--- src/rtl/tetris_pkg.sv ---
// Shared shape constants and scheduler state type for the Tetris piece path.
package tetris_pkg;

  localparam int SHAPE_W = 3;
  localparam int NUM_SHAPES = 7;
  localparam logic [2:0] SHAPE_NONE = 3'd7;
  localparam logic [6:0] BAG_FULL = 7'h7F;

  typedef enum logic {
    S_FILL = 1'b0,
    S_FULL = 1'b1
  } sched_state_e;

endpackage

--- src/rtl/bag_filter.sv ---
// Combinational 7-bag filter: decides whether a candidate is new to the bag,
// picks the lowest undealt shape as fallback and computes the updated mask.
module bag_filter
  import tetris_pkg::*;
(
  input  logic [2:0] candidate,
  input  logic [6:0] bag_mask,
  output logic       accept,
  output logic [2:0] fallback_id,
  output logic [6:0] next_mask
);

  logic [7:0] taken;
  logic [2:0] chosen;
  logic [6:0] merged;

  // Id 7 maps onto a permanently set bit so it can never be accepted.
  assign taken = {1'b1, bag_mask};

  // Acceptance and lowest-unset-bit priority encoder
  always_comb begin
    accept = ~taken[candidate];
    fallback_id = 3'd0;
    for (int i = NUM_SHAPES - 1; i >= 0; i--) begin
      if (!bag_mask[i]) begin
        fallback_id = 3'(i);
      end else begin
        fallback_id = fallback_id;
      end
    end
  end

  // Mask after dealing the chosen id, wrapping a completed bag back to empty
  always_comb begin
    if (accept) begin
      chosen = candidate;
    end else begin
      chosen = fallback_id;
    end
    merged = bag_mask | (7'h01 << chosen);
    if (merged == BAG_FULL) begin
      next_mask = 7'h00;
    end else begin
      next_mask = merged;
    end
  end

endmodule

--- src/rtl/piece_scheduler.sv ---
// 7-bag piece scheduler: filters the random shape stream into bags and keeps
// a preview FIFO that the game FSM drains with a valid/pop handshake.
module piece_scheduler
  import tetris_pkg::*;
#(
  parameter int DEPTH = 4,
  parameter int MAX_TRIES = 8
) (
  input  logic               clock,
  input  logic               resetn,
  input  logic [2:0]         shape_id_in,
  input  logic               clear,
  input  logic               pop,
  output logic               piece_valid,
  output logic [2:0]         piece_id,
  output logic [3*DEPTH-1:0] preview_flat,
  output logic [3:0]         count,
  output logic [6:0]         bag_mask,
  output logic               fallback_used
);

  localparam int TW = (MAX_TRIES > 1) ? $clog2(MAX_TRIES) : 1;
  localparam logic [TW-1:0] TRIES_LAST = TW'(MAX_TRIES - 1);
  localparam logic [3:0] DEPTH_C = 4'(DEPTH);

  sched_state_e state, state_next;
  logic [2:0]    slots [DEPTH];
  logic [2:0]    slots_next [DEPTH];
  logic [3:0]    count_next;
  logic [3:0]    wr_idx;
  logic [TW-1:0] tries, tries_next;
  logic [6:0]    mask_next;

  logic       accept, fallback, pop_take, push_ok, push;
  logic [2:0] fallback_id, push_id;
  logic [6:0] filt_mask;

  bag_filter u_bag_filter (
    .candidate   (shape_id_in),
    .bag_mask    (bag_mask),
    .accept      (accept),
    .fallback_id (fallback_id),
    .next_mask   (filt_mask)
  );

  assign pop_take = pop && (count != 4'd0);
  assign push_ok  = !clear && ((state == S_FILL) || pop_take);
  assign fallback = push_ok && !accept && (tries == TRIES_LAST);
  assign push     = push_ok && (accept || fallback);
  assign push_id  = accept ? shape_id_in : fallback_id;

  // Fill/full tracking
  always_comb begin
    state_next = state;
    case (state)
      S_FILL: begin
        if (!clear && push && !pop_take && (count == DEPTH_C - 4'd1)) begin
          state_next = S_FULL;
        end else begin
          state_next = S_FILL;
        end
      end
      S_FULL: begin
        if (clear || (pop_take && !push)) begin
          state_next = S_FILL;
        end else begin
          state_next = S_FULL;
        end
      end
      default: state_next = S_FILL;
    endcase
  end

  // FIFO shift/insert, bag mask and retry counter update
  always_comb begin
    slots_next = slots;
    count_next = count;
    tries_next = tries;
    mask_next  = bag_mask;
    wr_idx     = count;
    if (clear) begin
      for (int k = 0; k < DEPTH; k++) slots_next[k] = SHAPE_NONE;
      count_next = 4'd0;
      tries_next = '0;
      mask_next  = 7'h00;
    end else begin
      if (pop_take) begin
        for (int k = 0; k < DEPTH - 1; k++) slots_next[k] = slots[k + 1];
        slots_next[DEPTH-1] = SHAPE_NONE;
        wr_idx     = count - 4'd1;
        count_next = count - 4'd1;
      end else begin
        wr_idx = count;
      end
      if (push) begin
        for (int k = 0; k < DEPTH; k++) begin
          if (wr_idx == 4'(k)) begin
            slots_next[k] = push_id;
          end else begin
            slots_next[k] = slots_next[k];
          end
        end
        count_next = count_next + 4'd1;
        mask_next  = filt_mask;
        tries_next = '0;
      end else if (push_ok) begin
        tries_next = tries + TW'(1);
      end else begin
        tries_next = tries;
      end
    end
  end

  // State registers
  always_ff @(posedge clock or negedge resetn) begin
    if (!resetn) begin
      state         <= S_FILL;
      count         <= 4'd0;
      tries         <= '0;
      bag_mask      <= 7'h00;
      fallback_used <= 1'b0;
      for (int k = 0; k < DEPTH; k++) slots[k] <= SHAPE_NONE;
    end else begin
      state         <= state_next;
      count         <= count_next;
      tries         <= tries_next;
      bag_mask      <= mask_next;
      fallback_used <= fallback;
      for (int k = 0; k < DEPTH; k++) slots[k] <= slots_next[k];
    end
  end

  assign piece_valid = (count != 4'd0);
  assign piece_id    = slots[0];

  for (genvar g = 0; g < DEPTH; g++) begin : g_flat
    assign preview_flat[3*g+2:3*g] = slots[g];
  end

endmodule

--- config.mk ---
export PLATFORM = sky130hd
export DESIGN_NAME = piece_scheduler
export DESIGN_NICKNAME = d
export VERILOG_FILES = /design/src/rtl/tetris_pkg.sv /design/src/rtl/bag_filter.sv /design/src/rtl/piece_scheduler.sv
export SDC_FILE = /design/constraint.sdc
export NUM_CORES = 1
export LEC_CHECK = 0
export CAP_MARGIN = 20
export CORE_AREA = 3 3 66 68
export CTS_BUF_LIST = sky130_fd_sc_hd__clkbuf_2 sky130_fd_sc_hd__clkbuf_4 sky130_fd_sc_hd__clkbuf_8
export CTS_CLUSTER_DIAMETER = 120
export DETAILED_ROUTE_END_ITERATION = 6
export DIE_AREA = 0 0 69 71
export GPL_TIMING_DRIVEN = 1
export PLACE_DENSITY_LB_ADDON = 0.2
export SLEW_MARGIN = 20
export SYNTH_ARGS = -nofsm -noshare
export SYNTH_HDL_FRONTEND = slang
export SYNTH_HIERARCHICAL = 1
export SYNTH_SLANG_ARGS = --single-unit
export TNS_END_PERCENT = 10
--- constraint.sdc ---
create_clock -name clock -period 3.9 [get_ports clock]
set_clock_uncertainty 0.2 [all_clocks]
set_input_delay 1.17 -clock clock [delete_from_list [all_inputs] [get_ports clock]]
set_output_delay 1.17 -clock clock [all_outputs]
set_load 0.1 [all_outputs]
After elaboration in Yosys (flattened, before gate mapping)
Index checks and enable logic that the tools add are counted.
{ "op_classes": {"order_cmp": 1, "n_mux": 30, "n_reduce_logical": 19, "n_eq_ne": 6, "n_bitwise": 3, "n_shift": 1, "n_addsub": 3} }
{ "ops": {"columns": ["operator", "count"], "rows": [
  ["3-bit two-way mux", 15],
  ["12-bit two-way mux", 3],
  ["7-bit two-way mux", 3],
  ["4-bit two-way mux", 4],
  ["4-bit by 2-bit equality test with 1-bit output, second input constant", 3],
  ["1-bit logical AND", 9],
  ["7-bit equality test, second input constant", 1],
  ["7-bit bitwise OR", 1],
  ["1-bit by 3-bit << shifter with 7-bit output, first input constant", 1],
  ["4-bit by 1-bit adder with 4-bit output, second input constant", 1],
  ["4-bit by 1-bit equality test with 1-bit output, second input constant", 1],
  ["4-bit logical NOT", 1],
  ["3-bit by 4-bit < comparator with 1-bit output, second input constant", 1],
  ["4-bit nonzero test", 1],
  ["4-bit by 1-bit subtractor with 4-bit output, second input constant", 1],
  ["3-bit by 1-bit adder with 3-bit output, second input constant", 1],
  ["1-bit binary-select mux with 3-bit select", 1],
  ["3-bit equality test, second input constant", 1],
  ["1-bit logical NOT", 3],
  ["1-bit logical OR", 3],
  ["1-bit two-way mux", 3],
  ["3-bit nonzero test", 1],
  ["1-bit NOT", 2],
  ["1-bit one-hot mux with 2 select lines", 1],
  ["2-bit nonzero test", 1]
]} }
{ "totals": {"regBits": 28, "word_cells": 72, "in_bits": 7} }

Longest topological paths before layout
{ "logic_depth": {"depth_word": 14, "mapped_depth": 11, "depth_no_buf": 10} }

Cells and area by module
The synthesis kept the hierarchy.
{ "by_module_without_submodules": {"columns": ["mod", "area_each_um2", "cells_each", "n_inst", "seq_area_each_um2"], "rows": [
  ["piece_scheduler", 1647.8, 164, 1, 715.7],
  ["bag_filter", 420.4, 57, 1, 0.0]
]} }

Least setup slack after synthesis
No wires, ideal clock.
{ "synth_timing": {"kind": "input port to flip-flop", "start": "input port shape_id_in[1]", "end": "register bag_mask[4]", "required_time_ps": 3572, "path_buffers": 1, "arrival_time_ps": 3372, "stages": 10, "slack_ps": 201, "cell_sequence": "buf_6 > mux2i_1 > mux4_2 > a211o_4 > a221oi_2 > o211ai_1 > a211oi_2 > o21ba_1 > nand2_1 > o21ai_0"} }
{ "synth_between": {"elab_cells_between_ends": 15, "classes_between": "eq/ne: 1; shift: 1; mux: 6; bitwise: 2; reduce/logical: 5"} }
{ "synth_rtl": {"columns": ["element", "line_no", "rtl"], "rows": [
  ["start, declared", "piece_scheduler.sv:11", "input logic [2:0] shape_id_in,"],
  ["1-bit binary-select mux with 3-bit select", "bag_filter.sv:22", "accept = ~taken[candidate];"],
  ["1-bit two-way mux (implied by the code)", "bag_filter.sv:22", null],
  ["1-bit NOT", "bag_filter.sv:22", null],
  ["via accept", "piece_scheduler.sv:34", "logic accept, fallback, pop_take, push_ok, push;"],
  ["1-bit logical OR", "piece_scheduler.sv:49", "assign push = push_ok && (accept || fallback);"],
  ["1-bit logical AND", "piece_scheduler.sv:49", null],
  ["2-bit nonzero test (no line)", null, null],
  ["end signal, assigned", "piece_scheduler.sv:127", "bag_mask <= mask_next;"],
  ["end, declared", "piece_scheduler.sv:18", "output logic [6:0] bag_mask,"]
]} }
The timed path passes the listed nets, and every way through them passes these cells. The select of a mux whose other input is x is not followed.
A chain may end at the register's enable or synchronous reset.

Worst setup path in the final report
{ "layout_timing": {"start": "input port shape_id_in[0]", "end": "register bag_mask[5]"} }
The elaborated chain is that of the path after synthesis.

==> run metrics <==
Worst slew margin approximately 60%; synthesized cell area between 0.002 and 0.0025 mm²; Worst setup EP type flip-flop; # nets final 285; final setup fails 0; vias per cell around 5.8; worst slew pin tran slightly below 600 ps; Synth Warn # 6; H-tree depth 1; gr usage total 20.7%; Synth Flop Type dfrtp_1; Layout Area Growth over Synthesis 24.4%; initial antenna violation count 0; Port Buf Inserts 34; asr flop ratio synth 100%; Root Buffer clkbuf_8; max_cap viols 0; DR WL/cell roughly 15 µm; number of global-route vias before repair approximately 1700; Setup CP Type input pin to flip-flop; CTS Hold Bufs 0; core area slightly below 0.004 mm²; met3 routed WL between 150 and 200 µm; WP data required between 3000 and 4000 ps; Worst-Skew Late Latency approximately 280 ps; worst-path maximum fanout 5; Max Clk Rate between 200 and 300 MHz; commonest non-fill, non-tap cells in the layout 53 x buf_4, 24 x nand2_1, 16 x dfrtp_1; DP Cell Count about 320; residual DRC count 0; final worst slack between 200 and 250 ps; via count approximately 1800; final period utilization 94.6%; CTS buffer count 3; initial core utilization a little over half; share of cells above drive strength 1 between 30% and 40%; Final Core Density 65.7%; largest net degree at the start of global routing 29; Avg Synthesized Cell Area 9.36 µm²; Seq cells post-synth 28; DRT iter0 DRCs 110; cell area after layout roughly 0.0026 mm²; width of the die around 69 µm; placed wire-length estimate between 3000 and 4000 µm; # fillers 338; Hold Vio Cnt, Final 0; Rows 23; Top Metal Used met4; global route overflow 0; WL met2 ~2100 µm; dpl ws -282 ps; I/O pins 35; EDFF count, synth 0; global-route wire length before repair 8200 µm; Cells after Synth around 220; final WL just under 5000 µm; clock-pin slew on the worst setup and hold paths around 100 ps; post-synthesis net count 236; Setup crit start kind input pin; fin crit period 3690 ps; crit path DAT approximately 3700 ps; met1 WL ~2500 µm; gpl congestion 0.859; most common cell after layout, fill and taps aside buf_4; status completed; Finished Layout Cells approximately 320; CTS tree built; Post-DP Area roughly 0.0025 mm²; first drt pass iteration count 4; die height about 71 µm; die area slightly below 0.005 mm²; Clock Tree Buf Depth 2; RSZ-0062 raised after global routing false; hold crit path type flip-flop to flip-flop; antenna cells 0; Slew Limit Fails 0; Seq/Total Area, Yosys 34.6%; DRT antenna net count 0; clock sinks 28; Yosys cell types 54
## cell usage after synthesis, types with 2 or more instances
master,instances,area share [%]
nand2_1,24,4.4
buf_2,4,0.97
nor2_1,14,2.5
and3_1,10,3.0
mux2_4,2,1.5
a211oi_1,14,5.1
a31oi_1,3,0.91
o21ai_0,9,2.2
a21oi_1,13,3.1
nand3b_1,2,0.73
nand3_1,10,2.4
o41ai_2,2,1.6
buf_6,3,1.6
ha_1,8,4.8
a211o_1,2,0.85
dfstp_2,12,15
nor3_1,3,0.73
buf_4,3,1.1
mux2i_1,15,7.3
clkbuf_1,4,0.73
o21ba_1,2,0.97
dfrtp_1,16,19
nor2b_1,5,1.5
inv_1,10,1.8
xnor2_1,2,0.85
## flip-flops by register name, summed over array words and instances (netlist names)
signal	count
bag_mask	7
count	4
fallback_used	1
piece_id	3
preview_flat	9
state	1
tries	3
## worst max-delay path, cell delays in order
cell             delay (ps)
clkdlybuf4s50_1         510
mux4_2                  580
a211o_4                 350
a221oi_2                290
o211ai_1                130
a211oi_2                280
buf_4                   180
nor2_1                   40
nand2_1                  40
o21ai_0                  80
## logic make-up after synthesis
kind of cell / share of synthesized area [%]
flip-flops: 34.6
buffers and inverters: 6.41
XOR/XNOR: 2.06
adder cells (fa/ha/maj): 4.84
AND/OR/NAND/NOR: 20.8
AO/OA/AOI/OAI: 21.5
multiplexers: 9.80
## metrics by stage
stage / setup TNS (ps) / hold slack [ps]
floorplan: 0 / 329
global placement: -1430 / 342
detailed placement: -1870 / 355
CTS: 0 / 369
global route: 0 / 396
finish: 0 / 365
## worst paths after layout
check	cells after the start	to	slack, ps	start
max	10	bag_mask[5]	210	shape_id_in[0]
min	2	tries[1]	360	tries[1]
max reg2reg	10	bag_mask[5]	900	bag_mask[1]
min reg2reg	2	tries[1]	360	tries[1]
max in group asynchronous	2	preview_flat[10]	2130	resetn
min in group asynchronous	2	tries[0]	1050	resetn
## final cells by class
type | instances | area (µm²) | area share [%]
clock buffers | 3 | 41.3 | 1.61
clock inverters | 1 | 30.0 | 1.17
inverters | 10 | 37.5 | 1.46
multi-input cells | 168 | 1220 | 47.6
flip-flops and latches | 28 | 716 | 27.8
well taps | 50 | 62.6 | 2.43
repair buffers | 59 | 460 | 17.9
## layer usage
metal / global-route usage, % / vias up
met5: 0 / -
met4: 6.51 / 0
met3: 2.98 / 7
met2: 31.8 / 37
met1: 30.2 / 899
li1: - / 901
## what timing repair did
action,4_1_cts,5_1_grt
resized for setup,0,1
endpoints found under the setup margin,0,10
hold endpoints to repair,0,0
setup buffers,0,0
Power is not shown: default switching activity piles up to over one toggle a cycle in this logic, so the estimate is an artifact.
==> RTL edit: new RTL, same settings <==
Register the output `count` once more; this adds one clock of latency there. The other outputs are not delayed to match.
--- a/src/rtl/piece_scheduler.sv
+++ b/src/rtl/piece_scheduler.sv
@@ -23,6 +23,8 @@
   localparam logic [TW-1:0] TRIES_LAST = TW'(MAX_TRIES - 1);
   localparam logic [3:0] DEPTH_C = 4'(DEPTH);
 
+  logic [3:0] count_s0;
+
   sched_state_e state, state_next;
   logic [2:0]    slots [DEPTH];
   logic [2:0]    slots_next [DEPTH];
@@ -43,7 +45,7 @@
     .next_mask   (filt_mask)
   );
 
-  assign pop_take = pop && (count != 4'd0);
+  assign pop_take = pop && (count_s0 != 4'd0);
   assign push_ok  = !clear && ((state == S_FILL) || pop_take);
   assign fallback = push_ok && !accept && (tries == TRIES_LAST);
   assign push     = push_ok && (accept || fallback);
@@ -54,7 +56,7 @@
     state_next = state;
     case (state)
       S_FILL: begin
-        if (!clear && push && !pop_take && (count == DEPTH_C - 4'd1)) begin
+        if (!clear && push && !pop_take && (count_s0 == DEPTH_C - 4'd1)) begin
           state_next = S_FULL;
         end else begin
           state_next = S_FILL;
@@ -74,10 +76,10 @@
   // FIFO shift/insert, bag mask and retry counter update
   always_comb begin
     slots_next = slots;
-    count_next = count;
+    count_next = count_s0;
     tries_next = tries;
     mask_next  = bag_mask;
-    wr_idx     = count;
+    wr_idx     = count_s0;
     if (clear) begin
       for (int k = 0; k < DEPTH; k++) slots_next[k] = SHAPE_NONE;
       count_next = 4'd0;
@@ -87,10 +89,10 @@
       if (pop_take) begin
         for (int k = 0; k < DEPTH - 1; k++) slots_next[k] = slots[k + 1];
         slots_next[DEPTH-1] = SHAPE_NONE;
-        wr_idx     = count - 4'd1;
-        count_next = count - 4'd1;
+        wr_idx     = count_s0 - 4'd1;
+        count_next = count_s0 - 4'd1;
       end else begin
-        wr_idx = count;
+        wr_idx = count_s0;
       end
       if (push) begin
         for (int k = 0; k < DEPTH; k++) begin
@@ -115,14 +117,14 @@
   always_ff @(posedge clock or negedge resetn) begin
     if (!resetn) begin
       state         <= S_FILL;
-      count         <= 4'd0;
+      count_s0      <= 4'd0;
       tries         <= '0;
       bag_mask      <= 7'h00;
       fallback_used <= 1'b0;
       for (int k = 0; k < DEPTH; k++) slots[k] <= SHAPE_NONE;
     end else begin
       state         <= state_next;
-      count         <= count_next;
+      count_s0      <= count_next;
       tries         <= tries_next;
       bag_mask      <= mask_next;
       fallback_used <= fallback;
@@ -130,12 +132,16 @@
     end
   end
 
-  assign piece_valid = (count != 4'd0);
+  assign piece_valid = (count_s0 != 4'd0);
   assign piece_id    = slots[0];
 
   for (genvar g = 0; g < DEPTH; g++) begin : g_flat
     assign preview_flat[3*g+2:3*g] = slots[g];
   end
 
+  always_ff @(posedge clock) begin
+    count <= count_s0;
+  end
+
 endmodule
 
Function: changed (a bounded check fails within 4 cycles, from zero or initial values and one cycle with resetn low).
==> RTL edit against the original RTL <==
  * Sequential share of layout area grew 1.7 points
  * Via count grew 3.0%
  * Register-to-register slack lost 0.06 ns
  * Sequential cell count grew 4
  * Non-clock buffer count grew 1
  * Routed wire length grew 10%
  * First-iteration DRC count grew 16%
  * Final area grew 4.8%
  * Critical path depth is the same
  * Setup slack lost 0.039 ns
  * Synthesized area grew 3.9%
  * Critical endpoint is now bag_mask[3]$_DFFE_PN0P_
Power is not shown: default switching activity piles up to over one toggle a cycle in this logic, so the estimate is an artifact.
==> RTL edit: results (changes against the original RTL) <==
| Metric | Value |
|---|---|
| Largest cells by area after synthesis | `dfrtp_1 (19%), dfstp_2 (15%), mux2i_1 (7.0%) (was dfrtp_1 (19%), dfstp_2 (15%), mux2i_1 (7.3%))` |
| Fill count | `339 (was 338)` |
| Worst r2r dst | `bag_mask[3]$_DFFE_PN0P_ (was bag_mask[5]$_DFFE_PN0P_)` |
| Synth Area in XOR/XNOR | `1.980% (was 2.057%)` |
| Worst setup margin | `0.1700 ns (was 0.2089 ns)` |
| Final Wtd Congestion | `0.9185 (was 0.8592)` |
| Hold Crit Depth | `0 (was 2)` |
| Pre-CTS setup slack | `-0.3211 ns (was -0.2825 ns)` |
| HPWL after DPL | `3.741 mm (was 3.524 mm)` |
| Clk tree area frac | `4.130% (was 2.772%)` |
| Worst Hold End | `count[1]$_DFF_P_ (was tries[1]$_DFFE_PN0P_)` |
| Fraction of area in multi-input gates | `45.43% (was 47.62%)` |
| Outcome | `complete, no violations (unchanged)` |
| Clk_buf instances | `6 (was 3)` |
| Post-DP Area | `2586 um2 (was 2499 um2)` |
| Post-Syn Nets | `240 (was 236)` |
| Netlist cell types | `55 (was 54)` |
| Slew HR | `52.94% (was 60.18%)` |
| Sequential share of cell area | `29.51% (was 27.82%)` |
| Post-synthesis mux area share | `9.435% (was 9.800%)` |
| Clk slew on worst S/H paths | `0.07 ns (was 0.10 ns)` |
| Critical Path AT | `3.69 ns (was 3.65 ns)` |
| 1st-pass router iterations | `5 (was 4)` |
| Mapped Cells | `225 (was 221)` |
| CTS Buf Count | `5 (was 3)` |
| Flop2flop setup slack | `0.84 ns (was 0.90 ns)` |
| Number of global-route vias before repair | `1833 (was 1672)` |
| Yosys reg bits | `32 (was 28)` |
| Count of non-CTS buffers in the layout | `60 (was 59)` |
| All-Layer GR Usage | `23.01% (was 20.68%)` |
| Seq/Total Area, Yosys | `37.04% (was 34.60%)` |
| Placed insts | `320 (was 315)` |
| Largest net degree at the start of global routing | `25 (was 29)` |
| Post-Route WL | `5.336 mm (was 4.846 mm)` |
==> RTL edit: cell count changes in the layout (fill, tap and decap cells not counted) <==
cell / before / now
dlymetal6s2s_1: 1 / 0
clkinv_2: 0 / 1
clkbuf_8: 3 / 5
dfxtp_1: 0 / 4
dlygate4sd2_1: 0 / 1
buf_4: 53 / 54
clkbuf_4: 0 / 1
==> RTL edit: per-stage QoR <==
| stage | TNS (ns) | utilization (%) | hold WS [ns] |
|---|---|---|---|
| after CTS | 0 | 68.89 | 0.2504 |
| final | 0 | 68.89 | 0.2474 |
| after global routing | 0 | 68.89 | 0.2553 |
| after global placement | -1.328 | 66.08 | 0.2175 |
| after detailed placement | -2.183 | 66.08 | 0.2201 |
| after floorplan | 0 | - | 0.1918 |
==> RTL edit: metal layers <==
layer	up-vias	wire length (um)	track usage, %
met1	937	2456	31.50
li1	919	-	-
met4	0	66	6.291
met2	37	2597	37.39
met3	6	216	4.545
met5	-	0	0
